<file path="src/rtl/bp_pkg.sv">
// Shared types for the tournament branch-direction selector.
package bp_pkg;

    // 2-bit choice counter: upper bit selects the local predictor.
    typedef enum logic [1:0] {
        STRONG_GLOBAL = 2'b00,
        WEAK_GLOBAL   = 2'b01,
        WEAK_LOCAL    = 2'b10,
        STRONG_LOCAL  = 2'b11
    } choice_t;

    // Prediction state carried alongside each instruction from F to M.
    typedef struct packed {
        logic pred_global;
        logic pred_local;
        logic choice;
        logic pcsrcP;
    } bp_payload_t;

    localparam choice_t     CPHT_RESET    = WEAK_GLOBAL;
    localparam bp_payload_t PAYLOAD_CLEAR = '0;

endpackage

</file>
<file path="src/rtl/sat_counter2.sv">
// Next-state logic for one 2-bit saturating choice counter.
module sat_counter2
    import bp_pkg::*;
(
    input  logic [1:0] cur,
    input  logic       inc,
    input  logic       dec,
    output logic [1:0] nxt
);

    // Step toward local on inc, toward global on dec, clamp at both ends.
    always_comb begin
        // NOTE: default assignment first so no path leaves nxt unassigned (no latch).
        nxt = cur;
        if (inc && !dec && cur != STRONG_LOCAL) begin
            nxt = cur + 2'd1;
        end else if (dec && !inc && cur != STRONG_GLOBAL) begin
            nxt = cur - 2'd1;
        end
    end

endmodule

</file>
<file path="src/rtl/bp_compete.sv">
// Tournament selector: picks global vs local direction per PC in Fetch,
// carries the prediction to Memory, and trains the choice table there.
module bp_compete
    import bp_pkg::*;
#(
    parameter int CPHT_DEPTH = 6,
    parameter int CNT_WIDTH  = 32
) (
    input  logic                 clk,
    input  logic                 rst,
    input  logic [31:0]          pcF,
    input  logic [31:0]          pcM,
    input  logic                 pred_globalF,
    input  logic                 pred_localF,
    input  logic                 stallD,
    input  logic                 flushD,
    input  logic                 flushE,
    input  logic                 flushM,
    input  logic                 branchM,
    input  logic                 pcsrcM,
    output logic                 pcsrcPF,
    output logic                 pcsrcPM,
    output logic                 mispredM,
    output logic [CNT_WIDTH-1:0] branch_cnt,
    output logic [CNT_WIDTH-1:0] mispred_cnt
);

    localparam int                   CPHT_ENTRIES = 1 << CPHT_DEPTH;
    localparam logic [CNT_WIDTH-1:0] CNT_ONE      = 1;
    localparam logic [CNT_WIDTH-1:0] CNT_MAX      = '1;

    choice_t              cpht_q [CPHT_ENTRIES];
    choice_t              cpht_d [CPHT_ENTRIES];
    bp_payload_t          fd_q, fd_d, de_q, de_d, em_q, em_d;
    logic [CNT_WIDTH-1:0] branch_cnt_q, branch_cnt_d;
    logic [CNT_WIDTH-1:0] mispred_cnt_q, mispred_cnt_d;

    logic [CPHT_DEPTH-1:0] idx_f, idx_m;
    choice_t               entry_f;
    logic                  choice_f;
    logic                  g_ok, l_ok;
    logic [1:0]            entry_m_nxt;
    logic                  unused_bits;

    assign idx_f    = pcF[CPHT_DEPTH+1:2];
    assign idx_m    = pcM[CPHT_DEPTH+1:2];
    assign entry_f  = cpht_q[idx_f];
    assign choice_f = entry_f[1];
    // Fetch reads the registered table: an M-stage write this cycle is not visible yet.
    assign pcsrcPF  = choice_f ? pred_localF : pred_globalF;

    assign pcsrcPM     = em_q.pcsrcP;
    assign mispredM    = branchM & (em_q.pcsrcP ^ pcsrcM);
    assign branch_cnt  = branch_cnt_q;
    assign mispred_cnt = mispred_cnt_q;

    assign g_ok = (em_q.pred_global == pcsrcM);
    assign l_ok = (em_q.pred_local  == pcsrcM);

    assign unused_bits = ^{pcF[31:CPHT_DEPTH+2], pcF[1:0],
                           pcM[31:CPHT_DEPTH+2], pcM[1:0], em_q.choice};

    sat_counter2 u_sat (
        .cur (cpht_q[idx_m]),
        .inc (l_ok & ~g_ok),
        .dec (g_ok & ~l_ok),
        .nxt (entry_m_nxt)
    );

    // Next-state for the table, the three stage registers and the counters.
    always_comb begin
        cpht_d = cpht_q;
        if (branchM) begin
            cpht_d[idx_m] = choice_t'(entry_m_nxt);
        end

        // flushD wins over stallD so a squashed slot never survives a stall.
        if (flushD) begin
            fd_d = PAYLOAD_CLEAR;
        end else if (stallD) begin
            fd_d = fd_q;
        end else begin
            fd_d.pred_global = pred_globalF;
            fd_d.pred_local  = pred_localF;
            fd_d.choice      = choice_f;
            fd_d.pcsrcP      = pcsrcPF;
        end

        de_d = flushE ? PAYLOAD_CLEAR : fd_q;
        em_d = flushM ? PAYLOAD_CLEAR : de_q;

        branch_cnt_d = branch_cnt_q;
        if (branchM && branch_cnt_q != CNT_MAX) begin
            branch_cnt_d = branch_cnt_q + CNT_ONE;
        end
        mispred_cnt_d = mispred_cnt_q;
        if (mispredM && mispred_cnt_q != CNT_MAX) begin
            mispred_cnt_d = mispred_cnt_q + CNT_ONE;
        end
    end

    // State update with synchronous reset taking priority over everything.
    always_ff @(posedge clk) begin
        // NOTE: non-blocking assignments so every flop samples pre-edge values.
        if (rst) begin
            // NOTE: the table is a reset flop array, not a RAM: every entry must
            // restart at weak-global so reset discards all learned choices.
            for (int i = 0; i < CPHT_ENTRIES; i++) begin
                cpht_q[i] <= CPHT_RESET;
            end
            fd_q          <= PAYLOAD_CLEAR;
            de_q          <= PAYLOAD_CLEAR;
            em_q          <= PAYLOAD_CLEAR;
            branch_cnt_q  <= '0;
            mispred_cnt_q <= '0;
        end else begin
            cpht_q        <= cpht_d;
            fd_q          <= fd_d;
            de_q          <= de_d;
            em_q          <= em_d;
            branch_cnt_q  <= branch_cnt_d;
            mispred_cnt_q <= mispred_cnt_d;
        end
    end

endmodule

</file>
<file path="config.mk">
export PLATFORM = sky130hd
export DESIGN_NAME = bp_compete
export DESIGN_NICKNAME = d
export VERILOG_FILES = /design/src/rtl/bp_pkg.sv /design/src/rtl/sat_counter2.sv /design/src/rtl/bp_compete.sv
export SDC_FILE = /design/constraint.sdc
export NUM_CORES = 1
export LEC_CHECK = 0
export BUFFER_PORTS_ARGS = -buffer_cell sky130_fd_sc_hd__buf_4
export CORE_MARGIN = 2
export CORE_UTILIZATION = 45
export CTS_CLUSTER_SIZE = 16
export DETAILED_ROUTE_END_ITERATION = 16
export HOLD_SLACK_MARGIN = 0.12
export PLACE_DENSITY = 0.73
export RECOVER_POWER = 100
export SYNTH_ARGS = -nofsm -noshare
export SYNTH_HDL_FRONTEND = slang
export SYNTH_SLANG_ARGS = --single-unit
</file>
<file path="constraint.sdc">
create_clock -name clk -period 4.6 [get_ports clk]
set_input_delay 0.92 -clock clk [delete_from_list [all_inputs] [get_ports clk]]
set_output_delay 0.92 -clock clk [all_outputs]
set_load 0.01 [all_outputs]
</file>
==> results of run 1 <==
-- sequential cells by signal, indices dropped and copies added, names as in the netlist --
name,cells
cpht_q,128
de_q,3
branch_cnt,32
em_q,2
pcsrcPM,1
mispred_cnt,32
fd_q,3
-- cell type report --
cell class / instances / share of cell area
multi-input cells: 1049 / 0.533
flip-flops and latches: 201 / 0.313
clock buffers: 35 / 0.0571
repair buffers: 115 / 0.0554
well taps: 330 / 0.0321
clock inverters: 9 / 0.00594
inverters: 11 / 0.00321
-- cells in the final DEF (no fill, tap or decap), types with 13 or more instances in the layout --
master                        n
sky130_fd_sc_hd__and3_1      24
sky130_fd_sc_hd__nand3b_1    50
sky130_fd_sc_hd__a22oi_1     18
sky130_fd_sc_hd__a31oi_1     14
sky130_fd_sc_hd__clkbuf_1    68
sky130_fd_sc_hd__clkbuf_16   25
sky130_fd_sc_hd__o311a_1     48
sky130_fd_sc_hd__nand2_1     76
sky130_fd_sc_hd__dfxtp_1    201
sky130_fd_sc_hd__o21ai_0     28
sky130_fd_sc_hd__xor2_1      25
sky130_fd_sc_hd__nand3_1    148
sky130_fd_sc_hd__a21oi_1     79
sky130_fd_sc_hd__xnor2_1     27
sky130_fd_sc_hd__mux2i_1     88
sky130_fd_sc_hd__nor3_1      79
sky130_fd_sc_hd__nand4_1     18
sky130_fd_sc_hd__mux4_2      16
sky130_fd_sc_hd__mux2_2      13
sky130_fd_sc_hd__nor2b_1     13
sky130_fd_sc_hd__buf_4       39
sky130_fd_sc_hd__or3_1       22
sky130_fd_sc_hd__nor2_1     151
-- critical path: cells and delay by family --
kind	cells	cell delay (ps)
simple gates	2	310
buf+inv	2	650
compound gates	2	410
mux	2	1040
-- how the worst max path moves through the flow --
stage | depth (start not counted) | from | endpoint | slack [ps]
3_5_place_dp | 14 | pcM[2] | cpht_q[64] | 280
5_1_grt | 14 | pcM[4] | cpht_q[78] | 270
2_1_floorplan | 18 | pcM[2] | cpht_q[102] | 490
3_3_place_gp | 14 | pcM[2] | cpht_q[78] | 310
4_1_cts | 8 | pcF[2] | pcsrcPF | 620
6_report | 8 | pcF[2] | pcsrcPF | 340
-- power by group --
part / total [W] / switching [W] / internal (W)
Sequential: 0.00176 / 0.00000690 / 0.00175
Combinational: 0.000347 / 0.000239 / 0.000108
Clock: 0.00195 / 0.000788 / 0.00116
Total: 0.00405 / 0.00103 / 0.00302
-- through the flow --
stage | std cells | instance area, um^2 | total power [W]
6_report | 1750 | 12800 | 0.00405
3_3_place_gp | 1706 | 12300 | 0.00213
2_1_floorplan | 1388 | 11500 | 0.00205
4_1_cts | 1750 | 13100 | 0.00407
5_1_grt | 1750 | 12800 | 0.00417
3_5_place_dp | 1706 | 12300 | 0.00213
-- routing by layer --
layer / global-route usage / up-vias
met5: 0 / -
met4: 0.0925 / 0
met3: 0.0472 / 108
met2: 0.393 / 544
met1: 0.340 / 5347
li1: - / 5135
-- cell families (layout without fill, tap and decap cells) --
logic type               Yosys count  after routing  share of synthesized area
buffers and inverters            138            170                     0.0562
XOR/XNOR                          52             52                     0.0396
flip-flops                       201            201                      0.350
AO/OA/AOI/OAI                    243            243                      0.149
AND/OR/NAND/NOR                  630            630                      0.277
multiplexers                     120            120                      0.124
adder cells (fa/ha/maj)            4              4                    0.00436
==> results.py, run 1 <==
metrics = {
    "outcome": {
        "outcome": "finished, violations left",
        "violations": "max-capacitance violations, max-slew violations",
    },
    "power_and_ir_drop": {
        "vdd.ir_drop.worst_mv": 0.238,
        "power_density_nw_per_um2": 315,
        "cellLeakagePower_nw": 4.07,
    },
    "setup_path": {
        "r2r_cells": 13,
        "critical_path.endpoint_type": "output port",
        "critical_path_peak_fanout": 15,
        "cp_data_arrival_time_ps": 3340,
        "worst-r2r-setup-slack_ps": 810,
        "timing.critical_path.cells": "clkbuf_2, mux4_2, a22o_1, o21ai_0, nand4_1, nand2_1, mux2_2, buf_4",
        "r2r_end": "cpht_q[86]",
        "crit_slowest_cell": "sky130_fd_sc_hd__mux4_2",
        "cp_data_required_time_ps": 3680,
        "cp_slowest_stage_delay_ps": 660,
        "timing.rr.start": "cpht_q[25]",
        "critical_path_class": "in2out",
        "crit_path_start_kind": "input port",
    },
    "place": {
        "finalWeightedCongestion": 0.921,
        "numPortBuffers": 88,
        "hpwl_mm": 21.5,
        "placement.setup.worst_slack_ps": 283,
    },
    "die": {
        "die_w_um": 164,
        "fp-row-count": 58,
        "ios": 141,
        "design.core.area_um2": 25100,
        "effective_utilization_at_floorplan": 0.458,
        "die_height_um": 164,
        "die_area_um2": 26800,
    },
    "logic_synthesis": {
        "seq_area_frac_synth": 0.350,
        "synth.top_cells.by_area": "sky130_fd_sc_hd__dfxtp_1 (35%), sky130_fd_sc_hd__mux2i_1 (7.8%), sky130_fd_sc_hd__nand3_1 (6.4%)",
        "synth_top_cell_by_area": "sky130_fd_sc_hd__dfxtp_1",
        "yosysUniqueCellTypes": 52,
        "ys_top_cells_by_count": "sky130_fd_sc_hd__dfxtp_1 (201), sky130_fd_sc_hd__nor2_1 (151), sky130_fd_sc_hd__nand3_1 (148)",
        "per_instance_average_area_after_synthesis_um2": 8.28,
        "post_synthesis_cell_area_um2": 11500,
        "library_cell_with_the_highest_instance_count_after_synthesis": "sky130_fd_sc_hd__dfxtp_1",
        "syn_inst": 1388,
        "total_number_of_yosys_warnings": 0,
        "ys_async_sr_fraction": 0,
        "postSynthNetCount": 1466,
        "synth.ff_latch_count": 201,
        "synth_enable_flop_cells": 0,
        "yosys.area.top_type_share": 0.350,
        "ys_dominant_reg_cell": "sky130_fd_sc_hd__dfxtp_1",
    },
    "cells_and_area": {
        "finalNetCount": 1480,
        "drive_gt1_frac": 0.0894,
        "sequential_cell_area_um2": 4020,
        "layout-area-overhead-vs-synth_pct": 11.8,
        "finish.utilization": 0.512,
        "antenna-diode-count": 0,
        "fill_count": 2415,
        "multi_input_combinational_cell_area_um2": 6840,
    },
    "detailed_routing": {
        "viasPerCell": 6.36,
        "routed-via-count": 11100,
        "detailroute.wirelength.met2_mm": 15.6,
        "route.antenna.remaining_nets": 0,
        "drt_drc_violations_left": 0,
        "avgRoutedWirePerCell_um": 19.7,
        "maxUsedRoutingLayer": "met4",
        "wl_met3_mm": 3.35,
        "drt-initial-drc-count": 1359,
        "routedLengthMet1_mm": 14.3,
        "drt-total-wl_mm": 34.4,
        "drt_first_pass_iters": 6,
    },
    "hold_path": {
        "min_path_cells": 1,
        "holdPathEnd": "em_q[2]",
        "holdCritPathClass": "reg2reg",
        "holdCritStartpoint": "de_q[2]",
    },
    "clock_tree": {
        "cts.path.max_buffers": 3,
        "cts.repair.resized": 0,
        "cts.htree.levels": 1,
        "worst_skew_pair.late_latency_ps": 540,
        "clkSinkCount": 201,
        "cts_inserted_buffers": 24,
        "postCtsHoldBufs": 0,
        "clk_root_buffer_cell": "sky130_fd_sc_hd__clkbuf_16",
        "post-cts-setup-buffer-count": 0,
        "cts_tree": "yes",
        "clk_transition_reported_paths_ps": 60,
    },
    "sta": {
        "achievable-frequency_ghz": 0.235,
        "timing.final.max_slew_violations": 141,
        "hold_ws_ps": 445,
        "fin_setup_tns_ps": 0,
        "finalHoldViolCount": 0,
        "max_slew.worst_pin.slew_ps": 2920,
        "grt_setup_unrepaired": "false",
        "fin_worst_skew_ps": 36.7,
        "finalWorstPathRequiredPeriod_ps": 4260,
        "setup_viol": 0,
        "max-slew-margin-rel": -0.945,
        "layout_worst_path_cycle_share": 0.925,
        "fin_ws_ps": 345,
    },
    "grt": {
        "number_of_global_route_vias_before_repair": 10100,
        "global_route.overflow_total": 0,
        "antenna_found_initial": 0,
        "grt.total_usage": 0.249,
        "grt_max_degree": 142,
        "grt_first_pass_wirelength_mm": 54.4,
    },
    "run": {
        "drv.max_cap_violation_count": 1,
    },
}
(Power assumes the default switching activity.)
==> run 2, diff against run 1 <==
clock period = 3.92 ns   (was 4.6 ns; I/O delays follow)
==> results.py, run 2 (synthesis results as in run 1) <==
metrics = {
    "outcome": {
        "outcome": "finished, violations left",
        "violations": "max-capacitance violations, max-slew violations",
    },
    "detailed_routing": {
        "viasPerCell": 6.30,
        "drt_drc_violations_left": 0,
        "drt-total-wl_mm": 34.9,
        "drt-initial-drc-count": 1309,
        "avgRoutedWirePerCell_um": 19.6,
        "route.antenna.remaining_nets": 0,
        "routed-via-count": 11200,
        "drt_first_pass_iters": 7,
    },
    "cells_and_area": {
        "drive_gt1_frac": 0.108,
        "antenna-diode-count": 0,
        "post-route-cell-area_um2": 13000,
        "mostFrequentLayoutCells": "sky130_fd_sc_hd__dfxtp_1 (201), sky130_fd_sc_hd__nor2_1 (151), sky130_fd_sc_hd__nand3_1 (148)",
        "layout-area-overhead-vs-synth_pct": 13.4,
        "regMostFlops": "cpht_q",
        "finish.utilization": 0.519,
        "fill_count": 2383,
        "finalNetCount": 1512,
        "final_common_cell": "sky130_fd_sc_hd__dfxtp_1",
        "largest_register_ffs": 128,
        "post_layout_nonfiller_instances": 1780,
    },
    "sta": {
        "grt_setup_unrepaired": "false",
        "max-slew-margin-rel": -0.974,
        "max_slew.worst_pin.slew_ps": 2960,
        "timing.final.max_slew_violations": 143,
        "fin_worst_skew_ps": 11.7,
        "setup_viol": 0,
        "finalWorstPathRequiredPeriod_ps": 3710,
        "layout_worst_path_cycle_share": 0.946,
        "achievable-frequency_ghz": 0.270,
        "fin_ws_ps": 211,
        "finalHoldViolCount": 0,
    },
    "hold_path": {
        "min_path_cells": 1,
        "holdCritPathClass": "reg2reg",
        "holdPathEnd": "em_q[2]",
        "holdCritStartpoint": "de_q[2]",
    },
    "setup_path": {
        "cp_data_arrival_time_ps": 2930,
        "timing.critical_path.cells": "clkbuf_4, mux4_2, a22o_1, o21ai_0, nand4_1, nand2_1, mux2_2, buf_4",
        "cp_data_required_time_ps": 3140,
        "crit_slowest_cell": "sky130_fd_sc_hd__mux4_2",
        "timing.rr.start": "cpht_q[25]",
        "critical_path_class": "in2out",
        "critical_path.endpoint_type": "output port",
        "r2r_end": "cpht_q[2]",
        "crit_path_start_kind": "input port",
        "critical_path.startpoint": "pcF[2]",
        "cp_slowest_stage_delay_ps": 590,
        "r2r_cells": 12,
        "worst-r2r-setup-slack_ps": 500,
        "critical_path_peak_fanout": 15,
    },
    "power_and_ir_drop": {
        "vdd.ir_drop.worst_mv": 0.275,
        "cellLeakagePower_nw": 4.19,
        "power_density_nw_per_um2": 360,
    },
    "die": {
        "fp-row-count": 58,
        "design.core.area_um2": 25100,
        "die_height_um": 164,
        "die_w_um": 164,
        "ios": 141,
        "die_area_um2": 26800,
        "effective_utilization_at_floorplan": 0.458,
    },
    "grt": {
        "grt_first_pass_wirelength_mm": 55.6,
        "antenna_found_initial": 0,
        "number_of_global_route_vias_before_repair": 10600,
        "global_route.overflow_total": 0,
        "grt_max_degree": 144,
        "grt.total_usage": 0.255,
    },
    "clock_tree": {
        "clk_transition_reported_paths_ps": 60,
        "postCtsHoldBufs": 0,
        "worst_skew_pair.late_latency_ps": 520,
        "cts_tree": "yes",
        "clk_root_buffer_cell": "sky130_fd_sc_hd__clkbuf_16",
        "cts.path.max_buffers": 3,
        "clkSinkCount": 201,
        "cts.repair.resized": 0,
        "cts_inserted_buffers": 23,
        "post-cts-setup-buffer-count": 0,
        "cts.htree.levels": 1,
    },
    "place": {
        "hpwl_mm": 22.6,
        "dp_cells": 1739,
        "finalWeightedCongestion": 0.931,
        "placement.setup.worst_slack_ps": -230,
        "numPortBuffers": 88,
        "placed_area_um2": 12500,
    },
    "run": {
        "drv.max_cap_violation_count": 1,
    },
}
[run 2: cell count changes in the layout (fill, tap and decap cells not counted), moves of 2 or more]
cell | before | now
sky130_fd_sc_hd__clkbuf_8 | 7 | 1
sky130_fd_sc_hd__clkbuf_4 | 0 | 3
sky130_fd_sc_hd__clkbuf_1 | 68 | 71
sky130_fd_sc_hd__and2_1 | 10 | 12
sky130_fd_sc_hd__clkinv_2 | 6 | 8
sky130_fd_sc_hd__clkbuf_16 | 25 | 23
sky130_fd_sc_hd__and2_0 | 7 | 5
sky130_fd_sc_hd__bufinv_16 | 1 | 3
sky130_fd_sc_hd__clkinv_4 | 0 | 2
sky130_fd_sc_hd__buf_4 | 39 | 65
[run 2: worst max path at each step]
stage                   to  slack, ps
2_1_floorplan   cpht_q[92]         40
3_3_place_gp   cpht_q[118]       -160
3_5_place_dp   cpht_q[118]       -230
4_1_cts            pcsrcPF        260
5_1_grt          cpht_q[2]         40
6_report           pcsrcPF        210
[run 2: worst max-delay path, delay by kind of cell]
family / cells / cell delay [ps]
muxes: 2 / 970
and+or+nand+nor: 2 / 270
AOI/OAI and AO/OA: 2 / 390
buffers and inverters: 2 / 490
[run 2: per-layer routing]
layer | global-route usage | routed length [um]
met1 | 0.334 | 14600
met2 | 0.413 | 16100
met3 | 0.0457 | 2770
met4 | 0.108 | 1420
met5 | 0 | 0
[run 2: where the power goes]
group | switching [W] | leakage (nW) | internal, W
sequential | 0.00000819 | 1.62 | 0.00205
combinational | 0.000283 | 2.19 | 0.000143
clock | 0.000915 | 0.379 | 0.00130
total | 0.00121 | 4.19 | 0.00349
[run 2: final cells by class]
| class | count | area (um^2) | area share |
|---|---|---|---|
| clock buffers | 25 | 593 | 0.0455 |
| clock inverters | 16 | 171 | 0.0132 |
| inverters | 11 | 41.3 | 0.00317 |
| multi-input cells | 1049 | 6850 | 0.526 |
| flip-flops and latches | 201 | 4020 | 0.309 |
| well taps | 330 | 413 | 0.0317 |
| repair buffers | 148 | 935 | 0.0717 |
[run 2: stage by stage]
step           total power (W)  TNS (ps)  hold slack, ps
6_report               0.00470         0             430
5_1_grt                0.00482         0             437
4_1_cts                0.00471         0             430
3_5_place_dp           0.00252     -6220             412
3_3_place_gp           0.00252     -3000             409
2_1_floorplan          0.00241         0             406
==> run 3, diff against run 2 <==
ABC_AREA = 1   (was not set)
PLACE_DENSITY = 0.74   (was 0.73)
==> results.py, run 3 <==
metrics = {
    "clock_tree": {
        "cts_tree": "yes",
        "clk_root_buffer_cell": "sky130_fd_sc_hd__clkbuf_16",
        "cts.path.max_buffers": 3,
        "clk_transition_reported_paths_ps": 60,
        "clkSinkCount": 201,
        "cts.htree.levels": 1,
        "post-cts-setup-buffer-count": 0,
        "worst_skew_pair.late_latency_ps": 530,
        "postCtsHoldBufs": 0,
        "cts_inserted_buffers": 24,
        "cts.repair.resized": 0,
    },
    "die": {
        "die_w_um": 161,
        "design.core.area_um2": 24200,
        "die_area_um2": 25800,
        "fp-row-count": 57,
        "die_height_um": 161,
        "effective_utilization_at_floorplan": 0.456,
        "ios": 141,
    },
    "cells_and_area": {
        "antenna-diode-count": 0,
        "drive_gt1_frac": 0.0580,
        "fill_count": 2495,
        "finish.utilization": 0.517,
        "finalNetCount": 1922,
        "post-route-cell-area_um2": 12500,
        "mostFrequentLayoutCells": "sky130_fd_sc_hd__nand2_1 (602), sky130_fd_sc_hd__nor2_1 (246), sky130_fd_sc_hd__dfxtp_1 (201)",
        "final_common_cell": "sky130_fd_sc_hd__nand2_1",
        "multi_input_combinational_cell_area_um2": 5910,
        "sequential_cell_area_um2": 4020,
        "regMostFlops": "cpht_q",
        "layout-area-overhead-vs-synth_pct": 13.3,
        "largest_register_ffs": 128,
    },
    "detailed_routing": {
        "avgRoutedWirePerCell_um": 14.4,
        "drt-total-wl_mm": 31.5,
        "drt_first_pass_iters": 7,
        "drt-initial-drc-count": 904,
        "route.antenna.remaining_nets": 0,
        "drt_drc_violations_left": 0,
        "routed-via-count": 11500,
        "viasPerCell": 5.27,
    },
    "setup_path": {
        "cp_common_cell": "sky130_fd_sc_hd__nand3_1",
        "critical_path.endpoint_type": "output port",
        "critical_path_class": "in2out",
        "critical_path.n_buffers_inverters": 3,
        "crit_slowest_cell": "sky130_fd_sc_hd__inv_1",
        "cp_slowest_stage_delay_ps": 450,
        "crit_path_start_kind": "input port",
        "crit_family": "buffers and inverters",
        "cp_data_required_time_ps": 3140,
        "cp_data_arrival_time_ps": 2760,
        "critical_path_peak_fanout": 19,
        "timing.critical_path.cells": "clkbuf_2, inv_1, nand3_1, nand3_1, nand2_1, nand2_1, nand3_1, nand3b_1, nand3_1, nand2_1, buf_4",
    },
    "logic_synthesis": {
        "post_synthesis_cell_area_um2": 11000,
        "ys_async_sr_fraction": 0,
        "synth.ff_latch_count": 201,
        "synth_top_cell_by_area": "sky130_fd_sc_hd__dfxtp_1",
        "postSynthNetCount": 1862,
        "ys_top_cells_by_count": "sky130_fd_sc_hd__nand2_1 (601), sky130_fd_sc_hd__nor2_1 (246), sky130_fd_sc_hd__dfxtp_1 (201)",
        "synth_enable_flop_cells": 0,
        "syn_inst": 1784,
        "ys_dominant_reg_cell": "sky130_fd_sc_hd__dfxtp_1",
        "total_number_of_yosys_warnings": 0,
        "yosysUniqueCellTypes": 36,
        "library_cell_with_the_highest_instance_count_after_synthesis": "sky130_fd_sc_hd__nand2_1",
        "yosys.area.top_type_share": 0.365,
        "synth.top_cells.by_area": "sky130_fd_sc_hd__dfxtp_1 (36%), sky130_fd_sc_hd__nand2_1 (20%), sky130_fd_sc_hd__nor2_1 (8.4%)",
        "per_instance_average_area_after_synthesis_um2": 6.18,
        "seq_area_frac_synth": 0.365,
    },
    "sta": {
        "finalWorstPathRequiredPeriod_ps": 3550,
        "fin_setup_tns_ps": 0,
        "finalHoldViolCount": 0,
        "layout_worst_path_cycle_share": 0.905,
        "setup_viol": 0,
        "max_slew.worst_pin.slew_ps": 2340,
        "fin_worst_skew_ps": 18.5,
        "timing.final.max_slew_violations": 48,
        "max-slew-margin-rel": -0.557,
        "achievable-frequency_ghz": 0.282,
        "fin_ws_ps": 374,
        "grt_setup_unrepaired": "false",
        "hold_ws_ps": 412,
    },
    "grt": {
        "global_route.overflow_total": 0,
        "grt_first_pass_wirelength_mm": 50.9,
        "number_of_global_route_vias_before_repair": 10400,
        "antenna_found_initial": 0,
        "grt.total_usage": 0.237,
        "grt_max_degree": 53,
    },
    "place": {
        "placement.setup.worst_slack_ps": 217,
        "numPortBuffers": 88,
        "finalWeightedCongestion": 0.902,
        "placed_area_um2": 11900,
        "hpwl_mm": 21.2,
    },
    "outcome": {
        "violations": "max-capacitance violations, max-slew violations",
        "outcome": "finished, violations left",
    },
    "power_and_ir_drop": {
        "vdd.ir_drop.worst_mv": 0.304,
        "cellLeakagePower_nw": 5.22,
        "power_density_nw_per_um2": 405,
    },
    "hold_path": {
        "holdCritPathClass": "reg2reg",
    },
    "run": {
        "drv.max_cap_violation_count": 1,
    },
}
## run 3: path summary, 6_finish.rpt
path | start | endpoint | slack [ps] | cells after the start
hold reg to reg | de_q[2] | em_q[2] | 410 | 2
hold / removal | de_q[2] | em_q[2] | 410 | 2
setup / recovery | pcF[3] | pcsrcPF | 370 | 11
setup reg to reg | mispred_cnt[0] | mispred_cnt[22] | 1250 | 12
## run 3: layout make-up
class | instances | area share
multi-input combinational | 1338 | 0.473
timing repair buffer | 107 | 0.0486
inverter | 172 | 0.0517
clock inverter | 11 | 0.0175
clock buffer | 32 | 0.0545
sequential | 201 | 0.322
tap | 324 | 0.0324
## run 3: layer usage
layer	wire, um	up-vias	track usage
li1	-	5789	-
met1	14000	5196	0.318
met2	14100	465	0.392
met3	2300	75	0.0313
met4	1020	0	0.0831
met5	0	-	0
## run 3: report_power, final
part / leakage (nW) / switching (W) / total (W) / internal (W)
Combinational: 3.16 / 0.000342 / 0.000481 / 0.000138
Clock: 0.439 / 0.000900 / 0.00251 / 0.00161
Sequential: 1.62 / 0.0000107 / 0.00207 / 0.00206
Total: 5.22 / 0.00125 / 0.00506 / 0.00381
## run 3: kinds of logic (layout without fill, tap and decap cells)
logic type      Yosys count  in the layout  synth area share
flops                   201            201             0.365
simple gates           1035           1035             0.382
buf+inv                 245            322            0.0981
fa+ha+maj                 4              4           0.00454
xor+xnor                 26             26            0.0206
compound gates          273            273             0.130
## run 3: metrics by stage
stage | total power [W] | std cells
floorplan | 0.00246 | 1784
global placement | 0.00259 | 2142
detailed placement | 0.00260 | 2142
CTS | 0.00510 | 2185
global route | 0.00522 | 2185
finish | 0.00506 | 2185
## run 3: worst reg2reg max path, delay by kind of cell, from the launching register on
kind	cells	cell delay, ps
buffers and inverters	2	390
adder cells (fa/ha/maj)	1	240
flip-flops	1	390
AND/OR/NAND/NOR	9	1610
